### config.mk
export PLATFORM = sky130hd
export DESIGN_NAME = mem_lsu
export DESIGN_NICKNAME = d
export VERILOG_FILES = /design/src/rtl/mem_lsu_pkg.sv /design/src/rtl/mem_lsu_ext.sv /design/src/rtl/mem_lsu.sv
export SDC_FILE = /design/constraint.sdc
export NUM_CORES = 1
export LEC_CHECK = 0
export ABC_AREA = 1
export ABC_CLOCK_PERIOD_IN_PS = 6310
export CORE_MARGIN = 2
export CORE_UTILIZATION = 50
export CTS_CLUSTER_DIAMETER = 30
export DETAILED_ROUTE_END_ITERATION = 10
export PLACE_DENSITY = 0.88
export SETUP_SLACK_MARGIN = 0.3
export SKIP_LAST_GASP = 1
export SLEW_MARGIN = 20
export SYNTH_ARGS = -nofsm -noshare
export SYNTH_HDL_FRONTEND = slang
export SYNTH_HIERARCHICAL = 1
export SYNTH_SLANG_ARGS = --single-unit
export TNS_END_PERCENT = 100
### constraint.sdc
create_clock -name clk -period 6.31 [get_ports clk]
set_input_delay 1.893 -clock clk [delete_from_list [all_inputs] [get_ports clk]]
set_output_delay 1.893 -clock clk [all_outputs]
set_load 0.1 [all_outputs]
### src/rtl/mem_lsu_pkg.sv
// mem_lsu_pkg: shared encodings and helpers for the master-lane load/store unit
//   op codes (LB..SW), bus size codes, FSM states, address-error bit indices,
//   plus size/store/alignment/lane-replication helper functions.
package mem_lsu_pkg;

   typedef enum logic [2:0] {
      OP_LB  = 3'b000,
      OP_LBU = 3'b001,
      OP_LH  = 3'b010,
      OP_LHU = 3'b011,
      OP_LW  = 3'b100,
      OP_SB  = 3'b101,
      OP_SH  = 3'b110,
      OP_SW  = 3'b111
   } mem_op_e;

   localparam logic [1:0] SZ_BYTE = 2'd0;
   localparam logic [1:0] SZ_HALF = 2'd1;
   localparam logic [1:0] SZ_WORD = 2'd2;

   typedef enum logic [2:0] {
      S_IDLE,
      S_REQ,
      S_WAIT,
      S_DONE,
      S_DISCARD
   } state_e;

   localparam int ERR_ADEL = 0;
   localparam int ERR_ADES = 1;

   function automatic logic [1:0] op_size(input logic [2:0] op);
      return (op == OP_LB || op == OP_LBU || op == OP_SB) ? SZ_BYTE :
             (op == OP_LH || op == OP_LHU || op == OP_SH) ? SZ_HALF : SZ_WORD;
   endfunction

   function automatic logic op_is_store(input logic [2:0] op);
      return op == OP_SB || op == OP_SH || op == OP_SW;
   endfunction

   function automatic logic misaligned(input logic [2:0] op, input logic [1:0] off);
      return (op_size(op) == SZ_HALF && off[0]) || (op_size(op) == SZ_WORD && off != 2'b00);
   endfunction

   // Replicate the store operand across all byte lanes so the bus can pick any lane.
   function automatic logic [31:0] store_data(input logic [2:0] op, input logic [31:0] wdata);
      return op_size(op) == SZ_BYTE ? {4{wdata[7:0]}} :
             op_size(op) == SZ_HALF ? {2{wdata[15:0]}} : wdata;
   endfunction

endpackage

### src/rtl/mem_lsu_ext.sv
// mem_lsu_ext: combinational load extract and sign/zero extension
//   op_i   : load op (LB/LBU/LH/LHU/LW)
//   off_i  : byte offset within the word
//   word_i : raw 32-bit bus word
//   data_o : extended 32-bit load result
module mem_lsu_ext
   import mem_lsu_pkg::*;
(
   input  logic [2:0]  op_i,
   input  logic [1:0]  off_i,
   input  logic [31:0] word_i,
   output logic [31:0] data_o
);

   logic [7:0]  b;
   logic [15:0] h;

   assign b = word_i[8*off_i +: 8];
   assign h = off_i[1] ? word_i[31:16] : word_i[15:0];

   always_comb begin
      data_o = op_i == OP_LB  ? {{24{b[7]}}, b}  :
               op_i == OP_LBU ? {24'd0, b}       :
               op_i == OP_LH  ? {{16{h[15]}}, h} :
               op_i == OP_LHU ? {16'd0, h}       : word_i;
   end

endmodule

### src/rtl/mem_lsu.sv
// mem_lsu: master-lane MEM-stage load/store unit driving an SRAM-like req/addr_ok/data_ok bus
//   clk, rst (async, active-low)
//   M_mem_en/op/addr/wdata, M_except_pending, M_flush, M_stage_ena : pipeline inputs
//   M_mem_rdata, M_mem_stall, M_addr_err (bit0 AdEL, bit1 AdES), M_badvaddr : pipeline outputs
//   data_req/wr/size/addr/wdata : bus request side; data_addr_ok/data_ok/rdata : bus response side
//   Option MEM_LSU_RDATA_BYPASS_EN: forward extended data_rdata in the data_ok cycle.
module mem_lsu
   import mem_lsu_pkg::*;
#(
   parameter int ADDR_W = 32
) (
   input  logic              clk,
   input  logic              rst,
   input  logic              M_mem_en,
   input  logic [2:0]        M_mem_op,
   input  logic [ADDR_W-1:0] M_mem_addr,
   input  logic [31:0]       M_mem_wdata,
   input  logic              M_except_pending,
   input  logic              M_flush,
   input  logic              M_stage_ena,
   output logic [31:0]       M_mem_rdata,
   output logic              M_mem_stall,
   output logic [1:0]        M_addr_err,
   output logic [ADDR_W-1:0] M_badvaddr,
   output logic              data_req,
   output logic              data_wr,
   output logic [1:0]        data_size,
   output logic [ADDR_W-1:0] data_addr,
   output logic [31:0]       data_wdata,
   input  logic              data_addr_ok,
   input  logic              data_data_ok,
   input  logic [31:0]       data_rdata
);

   state_e            state_q, state_d, fin_state;
   logic [ADDR_W-1:0] addr_q;
   logic [2:0]        op_q, op_sel;
   logic [31:0]       wdata_q, res_q, word_sel, ext_data;
   logic [1:0]        off_sel;
   logic              idle, mis, valid, fin, byp, req, stall;

   assign idle = state_q == S_IDLE;
   assign mis  = misaligned(M_mem_op, M_mem_addr[1:0]);

   assign M_addr_err[ERR_ADEL] = M_mem_en & mis & ~op_is_store(M_mem_op);
   assign M_addr_err[ERR_ADES] = M_mem_en & mis & op_is_store(M_mem_op);
   assign M_badvaddr           = M_mem_addr;

   assign valid = M_mem_en & ~M_except_pending & ~M_flush & ~mis;

   // Completion of a live (not discarded) transaction in this cycle.
   assign fin = (((idle & valid) | (state_q == S_REQ & ~M_flush)) & data_addr_ok & data_data_ok) |
                (state_q == S_WAIT & ~M_flush & data_data_ok);

`ifdef MEM_LSU_RDATA_BYPASS_EN
   assign byp = fin;
`else
   assign byp = 1'b0;
`endif

   // With bypass the pipeline may consume the data immediately and skip DONE.
   assign fin_state = (byp & M_stage_ena) ? S_IDLE : S_DONE;

   always_comb begin
      state_d = state_q;
      req     = 1'b0;
      stall   = 1'b0;
      case (state_q)
         S_IDLE: begin
            req   = valid;
            stall = valid;
            if (valid) state_d = fin ? fin_state : data_addr_ok ? S_WAIT : S_REQ;
         end
         S_REQ: begin
            req   = 1'b1;
            stall = 1'b1;
            if (fin) state_d = fin_state;
            else if (data_addr_ok) state_d = M_flush ? (data_data_ok ? S_IDLE : S_DISCARD) : S_WAIT;
            else if (M_flush) state_d = S_IDLE;
         end
         S_WAIT: begin
            stall = 1'b1;
            if (fin) state_d = fin_state;
            else if (M_flush) state_d = data_data_ok ? S_IDLE : S_DISCARD;
         end
         S_DONE: begin
            if (M_stage_ena | M_flush) state_d = S_IDLE;
         end
         S_DISCARD: begin
            stall = valid;
            if (data_data_ok) state_d = S_IDLE;
         end
         default: state_d = S_IDLE;
      endcase
      if (byp) stall = 1'b0;
   end

   always_ff @(posedge clk or negedge rst) begin
      if (!rst) begin
         state_q <= S_IDLE;
         addr_q  <= '0;
         op_q    <= '0;
         wdata_q <= '0;
         res_q   <= '0;
      end else begin
         state_q <= state_d;
         if (idle & valid) begin
            addr_q  <= M_mem_addr;
            op_q    <= M_mem_op;
            wdata_q <= store_data(M_mem_op, M_mem_wdata);
         end
         if (fin) res_q <= data_rdata;
      end
   end

   // In IDLE the request is built from the live inputs; afterwards from the latched copies.
   assign op_sel   = idle ? M_mem_op : op_q;
   assign off_sel  = idle ? M_mem_addr[1:0] : addr_q[1:0];
   assign word_sel = byp ? data_rdata : res_q;

   mem_lsu_ext u_ext (
      .op_i   (op_sel),
      .off_i  (off_sel),
      .word_i (word_sel),
      .data_o (ext_data)
   );

   // Combinational outputs are forced quiet while reset is asserted.
   assign M_mem_rdata = rst ? ext_data : 32'd0;
   assign M_mem_stall = rst & stall;
   assign data_req    = rst & req;
   assign data_wr     = op_is_store(op_sel);
   assign data_size   = op_size(op_sel);
   assign data_addr   = idle ? M_mem_addr : addr_q;
   assign data_wdata  = idle ? store_data(M_mem_op, M_mem_wdata) : wdata_q;

endmodule

Word level (Yosys, flattened, before mapping)

Cells that the tools add are included.

Input port bits: 107
Output and inout port bits: 135
Flip-flop bits (word level): 102

Shift-type cells: 1
Bitwise operators: 21
Equal/unequal tests: 23
Reductions and logical operators: 23
Muxes and demuxes: 31

Operators by type and width:

| cell                                           | count |
|---|---|
| 2-to-1 mux 32 bit                              | 9 |
| 2-to-1 mux 3 bit                               | 11 |
| variable part select 32 x 6 -> 8 bit           | 1 |
| == test 3 bit (second input constant)          | 7 |
| == test 3 x 2 -> 1 bit (second input constant) | 6 |
| 2-to-1 mux 16 bit                              | 1 |
| one-hot mux 3 bit (5 select lines)             | 1 |
| AND 1 bit                                      | 14 |
| 2-to-1 mux 2 bit                               | 7 |
| logical OR 1 bit                               | 13 |
| == test 3 x 1 -> 1 bit (second input constant) | 3 |
| zero test 3 bit                                | 3 |
| AND reduction 5 bit                            | 1 |
| != test 2 bit (second input constant)          | 2 |
| != test 4 bit (second input constant)          | 1 |
| NOT 1 bit                                      | 4 |
| one-hot mux 1 bit (2 select lines)             | 2 |
| OR reduction 2 bit                             | 2 |
| != test 3 bit (second input constant)          | 1 |
| OR 1 bit                                       | 3 |
| == test 2 x 1 -> 1 bit (second input constant) | 1 |
| == test 2 bit (second input constant)          | 1 |
| logical AND 1 bit                              | 2 |
| zero test 2 bit                                | 1 |
| 2 further kinds                                | 2 |

Logic depth before layout (Yosys ltp)

Word-level depth: 18
Depth in mapped cells: 15
Mapped depth without buffers: 12

Cells and area by module

Netlist, hierarchy kept.

Modules (own cells, without submodules):

| module      | instances | cells an instance | area each (µm²) |
|---|---|---|---|
| mem_lsu     | 1         | 809               | 5723.0 |
| mem_lsu_ext | 1         | 242               | 1162.4 |

Worst setup path after synthesis

Ideal clock, no wire load.

Path kind: input -> output
From: input port M_mem_addr[1]
To: output port M_mem_rdata[19]
Data required time: 4417 ps
Stages: 10
Slack: -1373 ps
Path buffers: 2
Arrival: 5790 ps
Path through: inv_1 > o21ai_0 > buf_4 > nand2_1 > nand3_1 > nand3_2 > buf_4 > o21ai_1 > nand2_1 > inv_1

Cells in the longest elaborated chain, start to end: 6

RTL lines:

| what                                                                                         | line              | source |
|---|---|---|
| start, declared                                                                              | mem_lsu.sv:16     | `input logic [ADDR_W-1:0] M_mem_addr,` |
| 2-to-1 mux 2 bit *                                                                           | mem_lsu.sv:118    | `assign off_sel = idle ? M_mem_addr[1:0] : addr_q[1:0];` |
| parallel branches: the longest is 3 deep, another holds variable part select 32 x 6 -> 8 bit | -                 |  |
| 2-to-1 mux 32 bit *                                                                          | mem_lsu_ext.sv:22 | `data_o = op_i == OP_LB ? {{24{b[7]}}, b} :` |
| named net ext_data[19]                                                                       | mem_lsu.sv:38     | `logic [31:0] wdata_q, res_q, word_sel, ext_data;` |
| 2-to-1 mux 32 bit *                                                                          | mem_lsu.sv:129    | `assign M_mem_rdata = rst ? ext_data : 32'd0;` |
| end, declared                                                                                | mem_lsu.sv:21     | `output logic [31:0] M_mem_rdata,` |

Mark *: on every way through the listed nets, which the timed path passes.

Worst setup path in the final report

From: input port M_mem_op[2]
To: output port M_mem_rdata[9]

Cells in the longest elaborated chain, start to end: 7

RTL lines:

| what                   | line              | source |
|---|---|---|
| start, declared        | mem_lsu.sv:15     | `input logic [2:0] M_mem_op,` |
| 2-to-1 mux 3 bit *     | mem_lsu.sv:117    | `assign op_sel = idle ? M_mem_op : op_q;` |
| named net op_sel[2]    | mem_lsu.sv:37     | `logic [2:0] op_q, op_sel;` |
| == test 3 x 2 -> 1 bit | mem_lsu_ext.sv:25 | `op_i == OP_LHU ? {16'd0, h} : word_i;` |
| 2-to-1 mux 32 bit      | mem_lsu_ext.sv:25 |  |
| 2-to-1 mux 32 bit      | mem_lsu_ext.sv:24 | `op_i == OP_LH ? {{16{h[15]}}, h} :` |
| 2-to-1 mux 32 bit      | mem_lsu_ext.sv:23 | `op_i == OP_LBU ? {24'd0, b} :` |
| 2-to-1 mux 32 bit *    | mem_lsu_ext.sv:22 |  |
| named net ext_data[9]  | mem_lsu.sv:38     |  |
| 2-to-1 mux 32 bit *    | mem_lsu.sv:129    |  |

The timed path passes the listed nets; every way through them passes the cells marked *.

==> summary.md <==
| Metric | Value |
|---|---|
| Worst Setup SP | `M_mem_op[2]` |
| Die height | `121 um` |
| Starting Density | `slightly above 50%` |
| Mean Syn Cell Area | `6.55 sq um` |
| Post-route minimum period | `around 6000 ps` |
| Worst-path cell chain | `clkdlybuf4s50_1, o21ai_0, inv_2, nor3_4, nand3_4, nand2_1, nand2_1, inv_1, buf_12` |
| Number of buffers added on ports | `roughly 240` |
| Wire per inst | `approximately 14 um` |
| Diodes inserted | `0` |
| Root Buffer | `clkbuf_16` |
| Main synth FF type | `dfrtp_1` |
| TritonCTS clock tree | `done` |
| Pins Over Slew Limit | `0` |
| Num CTS Buffers | `9` |
| DRT antenna net count | `0` |
| Slew @ Worst Pin | `1020 ps` |
| #FFs+latches synth | `between 100 and 150` |
| Std cell rows | `42` |
| Synthesized instance count | `1051` |
| Post-synth cell types | `36` |
| Routability cong. | `0.945` |
| Worst path max stage delay | `about 420 ps` |
| Setup TNS Final | `0 ps` |
| Async set-reset flop share out of synthesis | `100%` |
| Largest net degree at the start of global routing | `120` |
| CP endpoint kind | `output pin` |
| Worst-case clock skew | `around 7.6 ps` |
| EDFF count, synth | `0` |
| Core area | `13300 sq um` |
| Reg2reg start | `state_q[0]` |
| Total grt overflow | `0` |
| Critical Path AT | `~4000 ps` |
| Sink Count | `102` |
| Pre-antenna DRT Iters | `5` |
| Routed WL | `about 20 mm` |
| H-tree depth | `3` |
| First-pass GRT wire length | `between 30 and 40 mm` |
| Post-synthesis sequential area ratio | `a little under two fifths` |
| Period Utilization, post-route | `between 90% and 100%` |
| DR vias/cell | `about 5.1` |
| WP data required | `approximately 4400 ps` |
| DP Wirelength | `15.0 mm` |
| Outcome | `finished clean` |
| Die area | `approximately 15000 sq um` |
| F_max | `between 150 and 200 MHz` |
| Worst min path class | `reg -> reg` |
| # DRC | `0` |
| Slew HR | `approximately a third` |
| Chip Width | `121 um` |
| Share of layout cells above drive strength 1 | `roughly 18%` |
| Syn Nets | `between 1000 and 1500` |
| Worst Hold Launch | `addr_q[0]` |
| Worst slack at placement | `between 200 and 250 ps` |
| Syn-to-layout area delta | `42.7%` |
| Tot GR Track Use | `27.5%` |
| Via count | `~7000` |
| Final worst slack | `440 ps` |
| Final #Nets | `between 1000 and 1500` |
| Ys Warns | `6` |
| DR iter-0 viols | `roughly 580` |
| Max_cap viols | `0` |
| Slowest CP cell | `clkdlybuf4s50_1` |
| CP Max Fanout | `12` |
| Startpoint types | `input pin` |
| Fin. Hold Viols | `0` |
| Clk Latency, worst-skew pair | `between 300 and 400 ps` |
| Vias in the first global route | `~6800` |
| Mapped cell area | `6890 sq um` |
| Initial antenna violation count | `0` |
| Final Setup Violations | `0` |
| Bufs on Longest Clock Path | `2` |
| CP most frequent cell | `nand2_1` |
| Critical path type | `in -> out` |
| Ports | `approximately 240` |
| Post-CTS Setup Bufs | `0` |
| CTS Hold Buffers Added | `0` |
| RSZ-0062 raised after global routing | `yes` |
| Reg clk slew, reported paths | `~70 ps` |
[worst max-delay path, delay by kind of cell]
family	cells	cell delay, ps
compound gates	1	300
buf+inv	4	920
simple gates	4	860
[layout make-up]
| class | count | area (sq um) |
|---|---|---|
| Clock buffer | 10 | 239 |
| Clock inverter | 5 | 57.6 |
| Fill cell | 1024 | 3520 |
| Inverter | 182 | 693 |
| Multi-Input combinational cell | 681 | 3160 |
| Sequential cell | 102 | 2550 |
| Tap cell | 176 | 220 |
| Timing Repair Buffer | 255 | 2900 |
[synth_stat cells, types with 2 or more instances]
cell type / number / area (sq um)
or2_2: 3 / 18.8
nand3_1: 30 / 150
nand3_2: 3 / 30.0
inv_1: 175 / 657
buf_6: 4 / 45.0
dfrtp_1: 102 / 2550
o21ai_2: 11 / 96.3
inv_4: 4 / 25.0
nand2_8: 2 / 40.0
o21ai_0: 140 / 701
a21oi_1: 8 / 40.0
buf_4: 39 / 293
nand2_1: 383 / 1440
inv_2: 3 / 11.3
nor3_1: 3 / 15.0
a31oi_1: 8 / 50.1
o21ai_1: 51 / 255
nor2_1: 13 / 48.8
buf_1: 2 / 7.51
nand2_2: 12 / 75.1
buf_2: 25 / 125
clkbuf_1: 16 / 60.1
[repair_timing]
item / 4_1_cts / 5_1_grt
gates cloned: 0 / 1
setup endpoints to repair: 24 / 25
pin swaps: 0 / 1
gates resized for setup: 1 / 8
[sequential cells by signal, indices dropped and copies added (netlist names)]
name	flops
wdata_q	32
state_q	3
addr_q	32
res_q	32
op_q	3
[stage by stage]
| stage | std cells | util [%] | area (sq um) | hold WS [ps] |
|---|---|---|---|---|
| 3_3_place_gp | 1395 | 71.1 | 9490 | 463 |
| 3_5_place_dp | 1395 | 71.1 | 9490 | 473 |
| 5_1_grt | 1411 | 73.6 | 9830 | 511 |
| 4_1_cts | 1410 | 73.4 | 9790 | 490 |
| 6_report | 1411 | 73.6 | 9830 | 487 |
| 2_1_floorplan | 1051 | - | 6920 | 446 |
[per-layer routing]
layer	track usage, %	vias to the layer above	part of all wire, %
met4	11.1	0	4.1
met5	0	-	0
met1	33.2	3269	38
met3	6.53	55	7.7
met2	47.3	319	50
li1	-	3557	-
[placed cells by master (no fill, tap or decap), types with 2 or more instances in the layout]
master / count
buf_12: 58
nor3_1: 2
inv_6: 2
nand3_1: 30
nor2_1: 13
nand3_2: 2
nand2_8: 2
a21oi_2: 2
a21oi_1: 6
nand2_2: 11
dfrtp_1: 102
o21ai_4: 3
or2_2: 3
clkbuf_16: 9
inv_4: 4
o21ai_1: 54
o21ai_2: 11
buf_4: 92
inv_2: 4
a31oi_1: 8
nand3_4: 2
nor3_4: 2
nand2_1: 383
o21ai_0: 135
inv_1: 174
clkdlybuf4s50_1: 105
clkinv_2: 2
[cell families (layout without fill, tap and decap cells)]
logic type / Yosys count / count (layout) / synth area share (%)
AO/OA/AOI/OAI: 223 / 223 / 17.4
buffers and inverters: 269 / 452 / 18.1
AND/OR/NAND/NOR: 457 / 458 / 27.5
flip-flops: 102 / 102 / 37.1
[path summary, 6_finish.rpt]
path	endpoint	slack (ps)	cells past startpoint
max in group asynchronous	addr_q[13]	3610	2
hold / removal	addr_q[0]	490	2
min in group asynchronous	wdata_q[19]	1510	1
setup / recovery	M_mem_rdata[9]	440	9
hold reg to reg	addr_q[0]	490	2
setup reg to reg	wdata_q[21]	3070	6
Power is not shown: default switching activity piles up to over one toggle a cycle in this logic, so the estimate is an artifact.
